## config.mk

```make
export PLATFORM = sky130hd
export DESIGN_NAME = microseq
export DESIGN_NICKNAME = d
export VERILOG_FILES = /design/src/rtl/microseq_pkg.sv /design/src/rtl/microseq_dispatch.sv /design/src/rtl/microseq.sv
export SDC_FILE = /design/constraint.sdc
export NUM_CORES = 1
export LEC_CHECK = 0
export ABC_AREA = 1
export CORE_MARGIN = 4
export CORE_UTILIZATION = 45
export CTS_CLUSTER_SIZE = 16
export DETAILED_ROUTE_END_ITERATION = 7
export HOLD_SLACK_MARGIN = 0.03
export PLACE_DENSITY = 0.73
export SLEW_MARGIN = 5
export SYNTH_ARGS = -nofsm -noshare
export SYNTH_HDL_FRONTEND = slang
export SYNTH_SLANG_ARGS = --single-unit
```

## constraint.sdc

```tcl
create_clock -name clk -period 1.6 [get_ports clk]
set_input_delay 0.32 -clock clk [delete_from_list [all_inputs] [get_ports clk]]
set_output_delay 0.32 -clock clk [all_outputs]
set_load 0.05 [all_outputs]
```

## src/rtl/microseq_pkg.sv

```systemverilog
// rtl/microseq_pkg.sv - microaddress encoding, op-codes and instruction classes for microseq
package microseq_pkg;

    // Values are the control-memory addresses; upc drives that memory directly.
    typedef enum logic [3:0] {
        UPC_FETCH    = 4'd0,
        UPC_DECODE   = 4'd1,
        UPC_MEMADR   = 4'd2,
        UPC_MEMREAD  = 4'd3,
        UPC_MEMWRITE = 4'd4,
        UPC_MEMWB    = 4'd5,
        UPC_EXECR    = 4'd6,
        UPC_EXECI    = 4'd7,
        UPC_ALUWB    = 4'd8,
        UPC_BRANCH   = 4'd9
    } upc_e;

    localparam logic [1:0] OP_DP  = 2'b00;
    localparam logic [1:0] OP_MEM = 2'b01;
    localparam logic [1:0] OP_BR  = 2'b10;
    localparam logic [1:0] OP_ILL = 2'b11;

    localparam int FUNCT_IMM_BIT = 5;
    localparam int FUNCT_LD_BIT  = 0;

    typedef enum logic [1:0] {
        CLS_DP,
        CLS_MEM,
        CLS_BR,
        CLS_ILL
    } instr_class_e;

    function automatic instr_class_e classify(input logic [1:0] op);
        instr_class_e cls;
        case (op)
            OP_DP:   cls = CLS_DP;
            OP_MEM:  cls = CLS_MEM;
            OP_BR:   cls = CLS_BR;
            default: cls = CLS_ILL;
        endcase
        return cls;
    endfunction

endpackage

```

## src/rtl/microseq_dispatch.sv

```systemverilog
// rtl/microseq_dispatch.sv - combinational DECODE dispatch table (replaceable by a ROM)
module microseq_dispatch
    import microseq_pkg::*;
(
    input  logic [1:0] op_i,
    input  logic       funct_imm_i,
    output upc_e       next_upc_o
);

    always_comb begin
        next_upc_o = UPC_FETCH;
        case (classify(op_i))
            CLS_DP:  next_upc_o = funct_imm_i ? UPC_EXECI : UPC_EXECR;
            CLS_MEM: next_upc_o = UPC_MEMADR;
            CLS_BR:  next_upc_o = UPC_BRANCH;
            default: next_upc_o = UPC_FETCH;
        endcase
    end

endmodule

```

## src/rtl/microseq.sv

```systemverilog
// rtl/microseq.sv - microprogram sequencer: upc state machine, retire counter, illegal flag
module microseq
    import microseq_pkg::*;
(
    input  logic        clk,
    input  logic        reset,
    input  logic [1:0]  op,
    input  logic [5:0]  funct,
    input  logic        mem_ready,
    input  logic        halt,
    output logic [3:0]  upc,
    output logic        instr_done,
    output logic        illegal,
    output logic [31:0] instr_count,
    output logic        stall
);

    upc_e        upc_q, upc_d;
    logic [1:0]  op_q, op_d;
    logic [5:0]  funct_q, funct_d;
    logic        illegal_q, illegal_d;
    logic        done_q, done_d;
    logic [31:0] count_q, count_d;
    upc_e        dispatch_upc;

    microseq_dispatch u_dispatch (
        .op_i        (op),
        .funct_imm_i (funct[FUNCT_IMM_BIT]),
        .next_upc_o  (dispatch_upc)
    );

    always_comb begin
        upc_d     = upc_q;
        op_d      = op_q;
        funct_d   = funct_q;
        illegal_d = illegal_q;
        done_d    = 1'b0;
        count_d   = count_q;

        case (upc_q)
            UPC_FETCH: begin
                if (mem_ready && !halt) upc_d = UPC_DECODE;
            end
            UPC_DECODE: begin
                upc_d   = dispatch_upc;
                op_d    = op;
                funct_d = funct;
                if (op == OP_ILL) illegal_d = 1'b1;
            end
            // Uses the funct captured at DECODE; the live input may already be the next instruction.
            UPC_MEMADR: begin
                upc_d = funct_q[FUNCT_LD_BIT] ? UPC_MEMREAD : UPC_MEMWRITE;
            end
            UPC_MEMREAD: begin
                if (mem_ready) upc_d = UPC_MEMWB;
            end
            UPC_MEMWRITE: begin
                if (mem_ready) begin
                    upc_d  = UPC_FETCH;
                    done_d = 1'b1;
                end
            end
            UPC_MEMWB, UPC_ALUWB, UPC_BRANCH: begin
                upc_d  = UPC_FETCH;
                done_d = 1'b1;
            end
            UPC_EXECR, UPC_EXECI: begin
                upc_d = UPC_ALUWB;
            end
            default: begin
                upc_d = UPC_FETCH;
            end
        endcase

        if (done_d) count_d = count_q + 32'd1;
    end

    always_ff @(posedge clk) begin
        if (!reset) begin
            upc_q     <= UPC_FETCH;
            op_q      <= 2'b00;
            funct_q   <= 6'b000000;
            illegal_q <= 1'b0;
            done_q    <= 1'b0;
            count_q   <= 32'd0;
        end else begin
            upc_q     <= upc_d;
            op_q      <= op_d;
            funct_q   <= funct_d;
            illegal_q <= illegal_d;
            done_q    <= done_d;
            count_q   <= count_d;
        end
    end

    // Captured op and the remaining funct bits are kept for control-memory extensions.
    logic unused_capture;
    assign unused_capture = ^{op_q, funct_q[5:1]};

    assign upc         = upc_q;
    assign instr_done  = done_q;
    assign illegal     = illegal_q;
    assign instr_count = count_q;
    assign stall       = ((upc_q == UPC_FETCH) || (upc_q == UPC_MEMREAD) ||
                          (upc_q == UPC_MEMWRITE)) && !mem_ready;

endmodule

```

# Yosys cells after proc, flatten, opt, wreduce, memory -nomap -nowiden

Index checks and enable logic that the tools add are counted.

Logic and storage cells: 46
Bits of input ports: 12
Register bits: 39

Reductions and logical operators: 13
Eq/ne operators: 17
Add/subtract/negate cells: 1
Muxes and demuxes: 10

Operators by type and width:

| operator                                                              | count |
|---|---|
| 32-bit by 1-bit adder with 32-bit output, second input constant       | 1 |
| 4-bit case mux with 6 select lines                                    | 1 |
| 4-bit by 3-bit equality test with 1-bit output, second input constant | 4 |
| 4-bit two-way mux                                                     | 3 |
| 4-bit case mux with 3 select lines                                    | 1 |
| 4-bit by 2-bit equality test with 1-bit output, second input constant | 2 |
| 4-bit equality test, second input constant                            | 2 |
| 2-bit equality test, second input constant                            | 3 |
| 2-bit != test, second input constant                                  | 3 |
| 2-bit case mux with 3 select lines                                    | 1 |
| 2-bit by 1-bit equality test with 1-bit output, second input constant | 2 |
| 4-bit by 1-bit equality test with 1-bit output, second input constant | 1 |
| 2-bit zero test                                                       | 2 |
| 4-bit zero test                                                       | 1 |
| 3-bit two-way mux                                                     | 1 |
| 3-bit AND reduction                                                   | 1 |
| 3-bit OR reduction                                                    | 1 |
| 1-bit logical AND                                                     | 2 |
| 1-bit zero test                                                       | 2 |
| 1-bit logical OR                                                      | 2 |
| 1-bit two-way mux                                                     | 2 |
| 1-bit case mux with 2 select lines                                    | 1 |
| 2-bit AND reduction                                                   | 1 |
| 2-bit OR reduction                                                    | 1 |

# Logic depth before layout (Yosys ltp)

Gate-level depths: netlist (run 1).

Word-level depth: 5
Gate-level depth with buffers: 10

# Modules after synthesis

A second synthesis (run 1) with hierarchy kept.

Cells, all modules: 341
Area total of the unflattened synthesis: 2232.1 µm²

Modules (own cells, without submodules):

| module            | cells each | times used | area an instance (µm²) | seq. area each (µm²) |
|---|---|---|---|---|
| microseq          | 336        | 1          | 2213.4                 | 780.7 |
| microseq_dispatch | 5          | 1          | 18.8                   | 0.0 |

# Worst setup path before layout (run 1)

OpenSTA, ideal clock, no wires.

Path kind: flip-flop to flip-flop
Start: reg count_q[0] (netlist: instr_count[0])
End: reg count_q[12] (netlist: instr_count[12])
Library setup time: 120 ps
Cell stages (with the launch flop): 9
Setup slack: -274 ps
Arrival time: 1754 ps
Buffers on the path: 0
Clock period less this slack: 1874 ps
Cells stage by stage: dfxtp_1 ha_1 nand2_1 nor2_2 nand2_1 nor2_2 nand3_1 o21ai_0 a21oi_1

Cells in the longest elaborated chain, start to end: 1

RTL lines:

| element                                  | line           | source |
|---|---|---|
| from (decl)                              | microseq.sv:23 | `logic [31:0] count_q, count_d;` |
| from (signal assigned)                   | microseq.sv:92 | `count_q <= count_d;` |
| 32-bit by 1-bit adder with 32-bit output | microseq.sv:75 | `if (done_d) count_d = count_q + 32'd1;` |

No other way between the ends.
A chain may end at the register's enable or synchronous reset.

# Worst setup path in the final report (run 1)

Start: reg upc_q[3] (netlist: upc[3])
End: out stall

Cells in the longest elaborated chain, start to end: 4

RTL lines:

| element                                                                           | line            | source |
|---|---|---|
| from (decl)                                                                       | microseq.sv:18  | `upc_e upc_q, upc_d;` |
| from (signal assigned)                                                            | microseq.sv:87  | `upc_q <= upc_d;` |
| 4-bit by 2-bit equality test with 1-bit output or 4-bit zero test (tied branches) | microseq.sv:104 | `assign stall = ((upc_q == UPC_FETCH) \|\| (upc_q == UPC_MEMREAD) \|\|` |
| 1-bit logical OR                                                                  | microseq.sv:104 |  |
| 1-bit logical OR *                                                                | microseq.sv:104 |  |
| 1-bit logical AND *                                                               | microseq.sv:105 | `(upc_q == UPC_MEMWRITE)) && !mem_ready;` |
| to (decl)                                                                         | microseq.sv:15  | `output logic stall` |

Mark *: on every way between the ends. The rest lies on a longest branch, timed or not.

==> results of run 1 <==
## Yosys cell counts
cell / n / area share
ha_1: 1 / 0.0057
o21ai_0: 14 / 0.032
xor2_1: 4 / 0.016
o21bai_1: 2 / 0.0069
clkbuf_1: 2 / 0.0034
clkinv_1: 1 / 0.0017
nor2_4: 2 / 0.010
a21oi_1: 22 / 0.051
o211ai_1: 1 / 0.0034
o21a_1: 1 / 0.0034
nor3_1: 9 / 0.021
buf_1: 1 / 0.0017
and2_1: 1 / 0.0029
and3_1: 1 / 0.0029
nand2_1: 74 / 0.13
nand3_1: 24 / 0.055
nand2_4: 1 / 0.0052
nand4_1: 15 / 0.043
buf_2: 1 / 0.0023
nand3_2: 1 / 0.0046
nor2_1: 51 / 0.088
xnor2_1: 2 / 0.0080
nor2_2: 10 / 0.029
nand2_2: 5 / 0.014
o21ai_1: 2 / 0.0046
dfxtp_1: 39 / 0.36
inv_1: 43 / 0.074
nor2_8: 1 / 0.0092
buf_6: 3 / 0.015
## worst min-delay path by stage
stage,startpoint,slack (ps),to
after floorplan,funct_q[0]$_SDFFE_PN0P_,430,funct_q[0]$_SDFFE_PN0P_
after global placement,instr_count[12]$_SDFFE_PN0P_,450,instr_count[12]$_SDFFE_PN0P_
after detailed placement,funct_q[0]$_SDFFE_PN0P_,460,funct_q[0]$_SDFFE_PN0P_
after CTS,funct_q[0]$_SDFFE_PN0P_,470,funct_q[0]$_SDFFE_PN0P_
after global routing,illegal$_SDFFE_PN0P_,500,illegal$_SDFFE_PN0P_
final,funct_q[0]$_SDFFE_PN0P_,470,funct_q[0]$_SDFFE_PN0P_
## routing by layer
metal	wire length, um	part of all wire	track usage
met1	2450	0.43	0.244
met2	2990	0.52	0.340
met3	261	0.045	0.0278
met4	57	0.0099	0.0765
met5	0	0	0
## metrics by stage
stage | utilization | setup WS (ps) | hold slack (ps) | power (mW) | instance area, um^2
final | 0.697 | -147 | 473 | 2.29 | 3270
after floorplan | - | 18.4 | 430 | 1.37 | 2220
after detailed placement | 0.657 | -96.6 | 459 | 1.57 | 3080
after global routing | 0.697 | -251 | 504 | 2.39 | 3270
after CTS | 0.686 | -106 | 471 | 2.28 | 3220
after global placement | 0.657 | -62.6 | 453 | 1.56 | 3080
## repair_timing
action | CTS | global route
pin swaps | 2 | 7
buffers inserted | 3 | 2
hold endpoints to repair | 0 | 0
hold buffers | 0 | 0
resized for setup | 8 | 14
endpoints found under the setup margin | 5 | 17
## cells by family (layout without fill, tap and decap cells)
kind of cell,Yosys count,in the layout,share of synthesized area
buffers and inverters,51,122,0.0987
adders and majority gates,1,1,0.00574
DFF,39,39,0.358
AOI/OAI and AO/OA,42,42,0.101
xor gates and xnor gates,6,6,0.0241
and+or+nand+nor,195,195,0.412
## state kept, by name, indices dropped and copies added (netlist names)
name and flops:
instr_done 1, illegal 1, upc 4, instr_count 32
funct_q 1
## worst register-to-register path, stage by stage, from the launching register on
cell     delay [ps]
dfxtp_4         360
ha_4            140
nand2_1          90
nor2_4          150
nand2_2          90
nor2_4          190
nand4_1         160
o21ai_0         170
nor2_1           60
## final cells by class
class / count / area, um^2 / area share
sequential: 39 / 825 / 0.252
clock buffer: 7 / 86.3 / 0.0264
clock inverter: 1 / 3.75 / 0.00115
multi-input combinational: 244 / 1240 / 0.379
inverter: 44 / 169 / 0.0516
timing repair buffer: 70 / 881 / 0.269
tap: 54 / 67.6 / 0.0207
## cell usage in the layout, fill, tap and decap left out, types with 2 or more instances in the layout
master / n
a21oi_1: 21
buf_12: 27
buf_4: 36
clkbuf_8: 6
clkdlybuf4s50_1: 7
clkinv_1: 2
dfxtp_1: 16
dfxtp_2: 17
dfxtp_4: 6
inv_1: 41
nand2_1: 70
nand2_2: 9
nand3_1: 24
nand4_1: 15
nor2_1: 47
nor2_2: 10
nor2_4: 6
nor3_1: 9
o21ai_0: 11
o21ai_1: 5
o21bai_1: 2
xnor2_1: 2
xor2_1: 4
## power breakdown
part,total [mW],internal (mW),switching [mW]
Sequential,1.04,1.00,0.0376
Clock,0.696,0.346,0.350
Combinational,0.553,0.232,0.321
Total,2.29,1.58,0.709
==> metrics.cfg, run 1 <==
[run_status]
outcome = complete, but fails checks
failed_checks = negative setup slack

[global_route]
grt_usage = 0.196
grt_pass1_vias = 2183
grt_pass1_wl_um = 9680
grt_max_degree = 34
gr-total-overflow = 0
antenna_found_initial = 0

[floorplan]
dieArea_mm2 = 0.00602
die_w_um = 77.6
num_rows = 25
die_h_um = 77.6
start_util = 0.465
io_pins = 51
core_area_mm2 = 0.00469

[sta]
slew_viol_final = 0
final-setup-viol-count = 1
tightest_slew_ps = 261
fmax_ghz = 0.572
setup_ws_ps = -147
min_period_ps = 1750
fin_skew_ps = 7.25
finalCritPeriodShare = 1.09
rsz0062_at_grt = true
tns_ps = -147
slew-limit-headroom = 0.825
final-hold-violation-count = 0

[synth]
syn-cell-area_mm2 = 0.00218
syn_inst = 334
yosysUniqueCellTypes = 29
avgSynthCellArea_um2 = 6.53
ys_warn_count = 0
synth_fp_nets = 347
yosysSeqAreaShare = 0.358
synth_seq_cells = 39

[critical_path]
critPathKind = flip-flop to primary output
worstSetupEndpoint = stall
slowest_delay_ps = 360
crit_arrival_ps = 1430
r2r.worst_path.cells = 8
cp_cell_sequence = nor2_4, nand2_2, nor2_2, a21oi_2, nand2_1, nand2_2, clkinvlp_4, buf_12
critPathSlowestCell = dfxtp_4
rr_startpoint = instr_count[0]$_SDFFE_PN0P_
cp_max_fo = 4
timing.rr.end = instr_count[26]$_SDFFE_PN0P_
reg2reg_slack_ps = 90
end_kind = primary output
crit_start = upc[3]$_SDFFE_PN0P_
cp-start-kind = flip-flop
cp_num_buf_inv = 2
critical-path-top-delay-family = simple AND/OR/NAND/NOR gates
cp.required_ps = 1280
path_depth = 8
crit_top_cell = nand2_2

[worst_hold_path]
holdPathStages = 2
hp-class = flip-flop to flip-flop

[placed_design]
dpl.cell_count = 446
dp_hpwl_um = 4230
routabilityCongestion = 0.877
portBuffers = 46

[clock_network]
cts.root.buffer_cell = clkbuf_8
cts_buffers = 5
cts_tree = done
cts_htree_levels = 2
cts.clk_slew.worst_paths_ps = 80
clock_sinks = 39
cts.path.max_buffers = 2
clk_latency_ps = 290

[route]
ant_nets = 0
vias = 2384
drc = 0
wl_um = 5770
wl_per_cell_um = 12.6
drtIter0Drc = 186
via_per_inst = 5.19
drt-pass1-iter-count = 4

[finish]
antenna_cells = 0
finalNetCount = 417
syn2layout_area_growth_pct = 50.1
drive_gt1_frac = 0.306
stdcell_count = 459
nFillCells = 380

[job]
drv_cap = 0

[power_and_ir_drop]
ir_worst_vdd_v = 0.000697
p_per_area_mw_per_mm2 = 700
p_leak_nw = 1.30

Power figures use the tool's default switching activity.
==> inputs of run 2 (changes only) <==
--- a/config.mk
+++ b/config.mk
@@ -6,12 +6,15 @@
 export NUM_CORES = 1
 export LEC_CHECK = 0
 export ABC_AREA = 1
+export CAP_MARGIN = 20
+export CELL_PAD_IN_SITES_DETAIL_PLACEMENT = 1
+export CELL_PAD_IN_SITES_GLOBAL_PLACEMENT = 1
 export CORE_MARGIN = 4
-export CORE_UTILIZATION = 45
+export CORE_UTILIZATION = 34
 export CTS_CLUSTER_SIZE = 16
 export DETAILED_ROUTE_END_ITERATION = 7
 export HOLD_SLACK_MARGIN = 0.03
-export PLACE_DENSITY = 0.73
+export PLACE_DENSITY_LB_ADDON = 0.1
 export SLEW_MARGIN = 5
 export SYNTH_ARGS = -nofsm -noshare
 export SYNTH_HDL_FRONTEND = slang
==> run 2 against run 1 <==
The flow still finishes with violations (negative setup slack); via count rose by 7.0%; sequential power barely moved; total power rose by 6.5%; combinational power rose by 22%; non-clock buffer count rose by 23; register-to-register slack got worse by 90 ps; global-route usage rose by 0.32 points; clock-buffer cell count did not move; wire length rose by 36%; design area rose by 9.8%; largest power group unchanged; cell count rose by 9.6%; first-iteration DRC count fell by 60%.
==> metrics.cfg, run 2 (synthesized netlist as in run 1, its figures left out) <==
[worst_hold_path]
hp-class = flip-flop to flip-flop  ; unchanged

[finish]
syn2layout_area_growth_pct = 64.8  ; was 50.1%
regArea_um2 = 828  ; was 825 um^2
multi_input_area_mm2 = 0.00127  ; was 0.00124 mm^2
final_common_cell = nand2_1  ; unchanged
drive_gt1_frac = 0.355  ; was 0.306
layout_common_cells = nand2_1 (69), buf_4 (52), nor2_1 (44)  ; was nand2_1 (70), nor2_1 (47), inv_1 (41)
stdcell_count = 503  ; was 459
finalNetCount = 440  ; was 417
nFillCells = 759  ; was 380
antenna_cells = 0  ; unchanged
largest_reg_flops = 32  ; unchanged

[route]
wl_um = 7830  ; was 5770 um
vias = 2550  ; was 2384
drc = 0  ; unchanged
ant_nets = 0  ; unchanged
wl_per_cell_um = 15.6  ; was 12.6 um
drtIter0Drc = 74  ; was 186
via_per_inst = 5.07  ; was 5.19
drt-pass1-iter-count = 4  ; unchanged

[sta]
final-setup-viol-count = 2  ; was 1
holdWs_ps = 464  ; was 473 ps
tns_ps = -131  ; was -147 ps
slew-limit-headroom = 0.795  ; was 0.825
setup_ws_ps = -127  ; was -147 ps
finalCritPeriodShare = 1.08  ; was 1.09
fmax_ghz = 0.579  ; was 0.572 GHz
final-hold-violation-count = 0  ; unchanged
slew_viol_final = 0  ; unchanged
rsz0062_at_grt = true  ; unchanged
min_period_ps = 1730  ; was 1750 ps
fin_skew_ps = 3.92  ; was 7.25 ps
tightest_slew_ps = 305  ; was 261 ps

[job]
drv_cap = 0  ; unchanged

[clock_network]
cts.clk_slew.worst_paths_ps = 80  ; about the same
cts.path.max_buffers = 2  ; unchanged
clock_sinks = 39  ; unchanged
cts_htree_levels = 2  ; unchanged
cts_hold_buf = 0  ; unchanged
cts.root.buffer_cell = clkbuf_8  ; unchanged
cts_tree = done  ; unchanged
clk_latency_ps = 300  ; was 290 ps
cts_buffers = 5  ; unchanged

[global_route]
grt_max_degree = 28  ; was 34
grt_usage = 0.200  ; was 0.196
use_met3 = 0.0310  ; was 0.0278
grt_util_met1 = 0.260  ; was 0.244
gr-total-overflow = 0  ; unchanged
top_usage_layer = met2  ; unchanged
use_met2 = 0.338  ; was 0.340
grt_pass1_wl_um = 12200  ; was 9680 um
antenna_found_initial = 0  ; unchanged
grt_pass1_vias = 2511  ; was 2183

[placed_design]
routabilityCongestion = 0.803  ; was 0.877
dpl.cell_count = 476  ; was 446
portBuffers = 46  ; unchanged
dp_hpwl_um = 5240  ; was 4230 um

[power_and_ir_drop]
ir_worst_vdd_v = 0.000699  ; was 0.000697 V
p_leak_nw = 1.46  ; was 1.30 nW
p_per_area_mw_per_mm2 = 680  ; was 700 mW/mm^2
finalPower_mw = 2.44  ; was 2.29 mW

[run_status]
failed_checks = negative setup slack  ; unchanged
outcome = complete, but fails checks  ; unchanged

[critical_path]
cp.required_ps = 1280  ; about the same
end_kind = primary output  ; unchanged
critPathKind = flip-flop to primary output  ; unchanged
crit_arrival_ps = 1410  ; was 1430 ps
cp_max_fo = 4  ; unchanged
cp-start-kind = flip-flop  ; unchanged

[floorplan]
num_rows = 28  ; was 25
start_util = 0.360  ; was 0.465
io_pins = 51  ; unchanged
die_w_um = 88.1  ; was 77.6 um
core_area_mm2 = 0.00606  ; was 0.00469 mm^2
die_h_um = 88.1  ; was 77.6 um
dieArea_mm2 = 0.00776  ; was 0.00602 mm^2

## run 2: cell types whose count changed in the layout (fill, tap and decap cells not counted), sizes merged
cell / previous run / this run
clkinvlp: 1 / 2
inv: 42 / 41
buf: 63 / 86
## run 2: final timing paths
kind / start / endpoint / slack, ps / cells after the start
hold reg to reg: funct_q[0]$_SDFFE_PN0P_ / funct_q[0]$_SDFFE_PN0P_ / 460 / 2
hold / removal: funct_q[0]$_SDFFE_PN0P_ / funct_q[0]$_SDFFE_PN0P_ / 460 / 2
setup / recovery: upc[3]$_SDFFE_PN0P_ / stall / -130 / 7
setup reg to reg: instr_count[1]$_SDFFE_PN0P_ / instr_count[28]$_SDFFE_PN0P_ / 0 / 8
## run 2: critical path, stage by stage, from the launching register on
cell and delay [ps]:
dfxtp_4 380, nor2_4 50, buf_4 130, a21oi_4 150
nand2_2 70, nand2_2 80, clkinvlp_4 90, buf_12 150
## run 2: area by class of cell
type / instances / share of cell area
sequential: 39 / 0.231
clock inverter: 1 / 0.00139
inverter: 44 / 0.0481
multi-input combinational: 244 / 0.354
timing repair buffer: 93 / 0.315
clock buffer: 7 / 0.0240
tap: 75 / 0.0261
## run 2: per-layer routing
metal / up-vias / routed length (um) / share of wire
li1: 1257 / - / -
met1: 1224 / 3450 / 0.44
met2: 56 / 3890 / 0.50
met3: 13 / 309 / 0.039
met4: 0 / 184 / 0.023
met5: - / 0 / 0
## run 2: where the power goes
group	internal, mW	switching [mW]	leakage (nW)
sequential	0.996	0.0505	0.328
clock	0.349	0.373	0.0482
combinational	0.301	0.372	1.08
## run 2: repair_timing
item | 4_1_cts | 5_1_grt
pin swaps | 5 | 13
endpoints found under the setup margin | 5 | 24
resized for setup | 9 | 26
buffers inserted | 6 | 13
## run 2: per-stage QoR
stage | worst slack, ps | utilization | cell area, um^2
final | -127 | 0.592 | 3590
after global routing | -219 | 0.592 | 3590
after CTS | -165 | 0.561 | 3400
after detailed placement | -109 | 0.534 | 3240
after global placement | -79.5 | 0.534 | 3240
after floorplan | 18.4 | - | 2220
==> inputs of run 3 (changes only) <==
--- a/config.mk
+++ b/config.mk
@@ -13,7 +13,7 @@
 export CORE_UTILIZATION = 34
 export CTS_CLUSTER_SIZE = 16
 export DETAILED_ROUTE_END_ITERATION = 7
-export HOLD_SLACK_MARGIN = 0.03
+export HOLD_SLACK_MARGIN = 0.02
 export PLACE_DENSITY_LB_ADDON = 0.1
 export SLEW_MARGIN = 5
 export SYNTH_ARGS = -nofsm -noshare
==> results of run 3 <==
Final layout, timing and power as in run 2 (identical DEF).
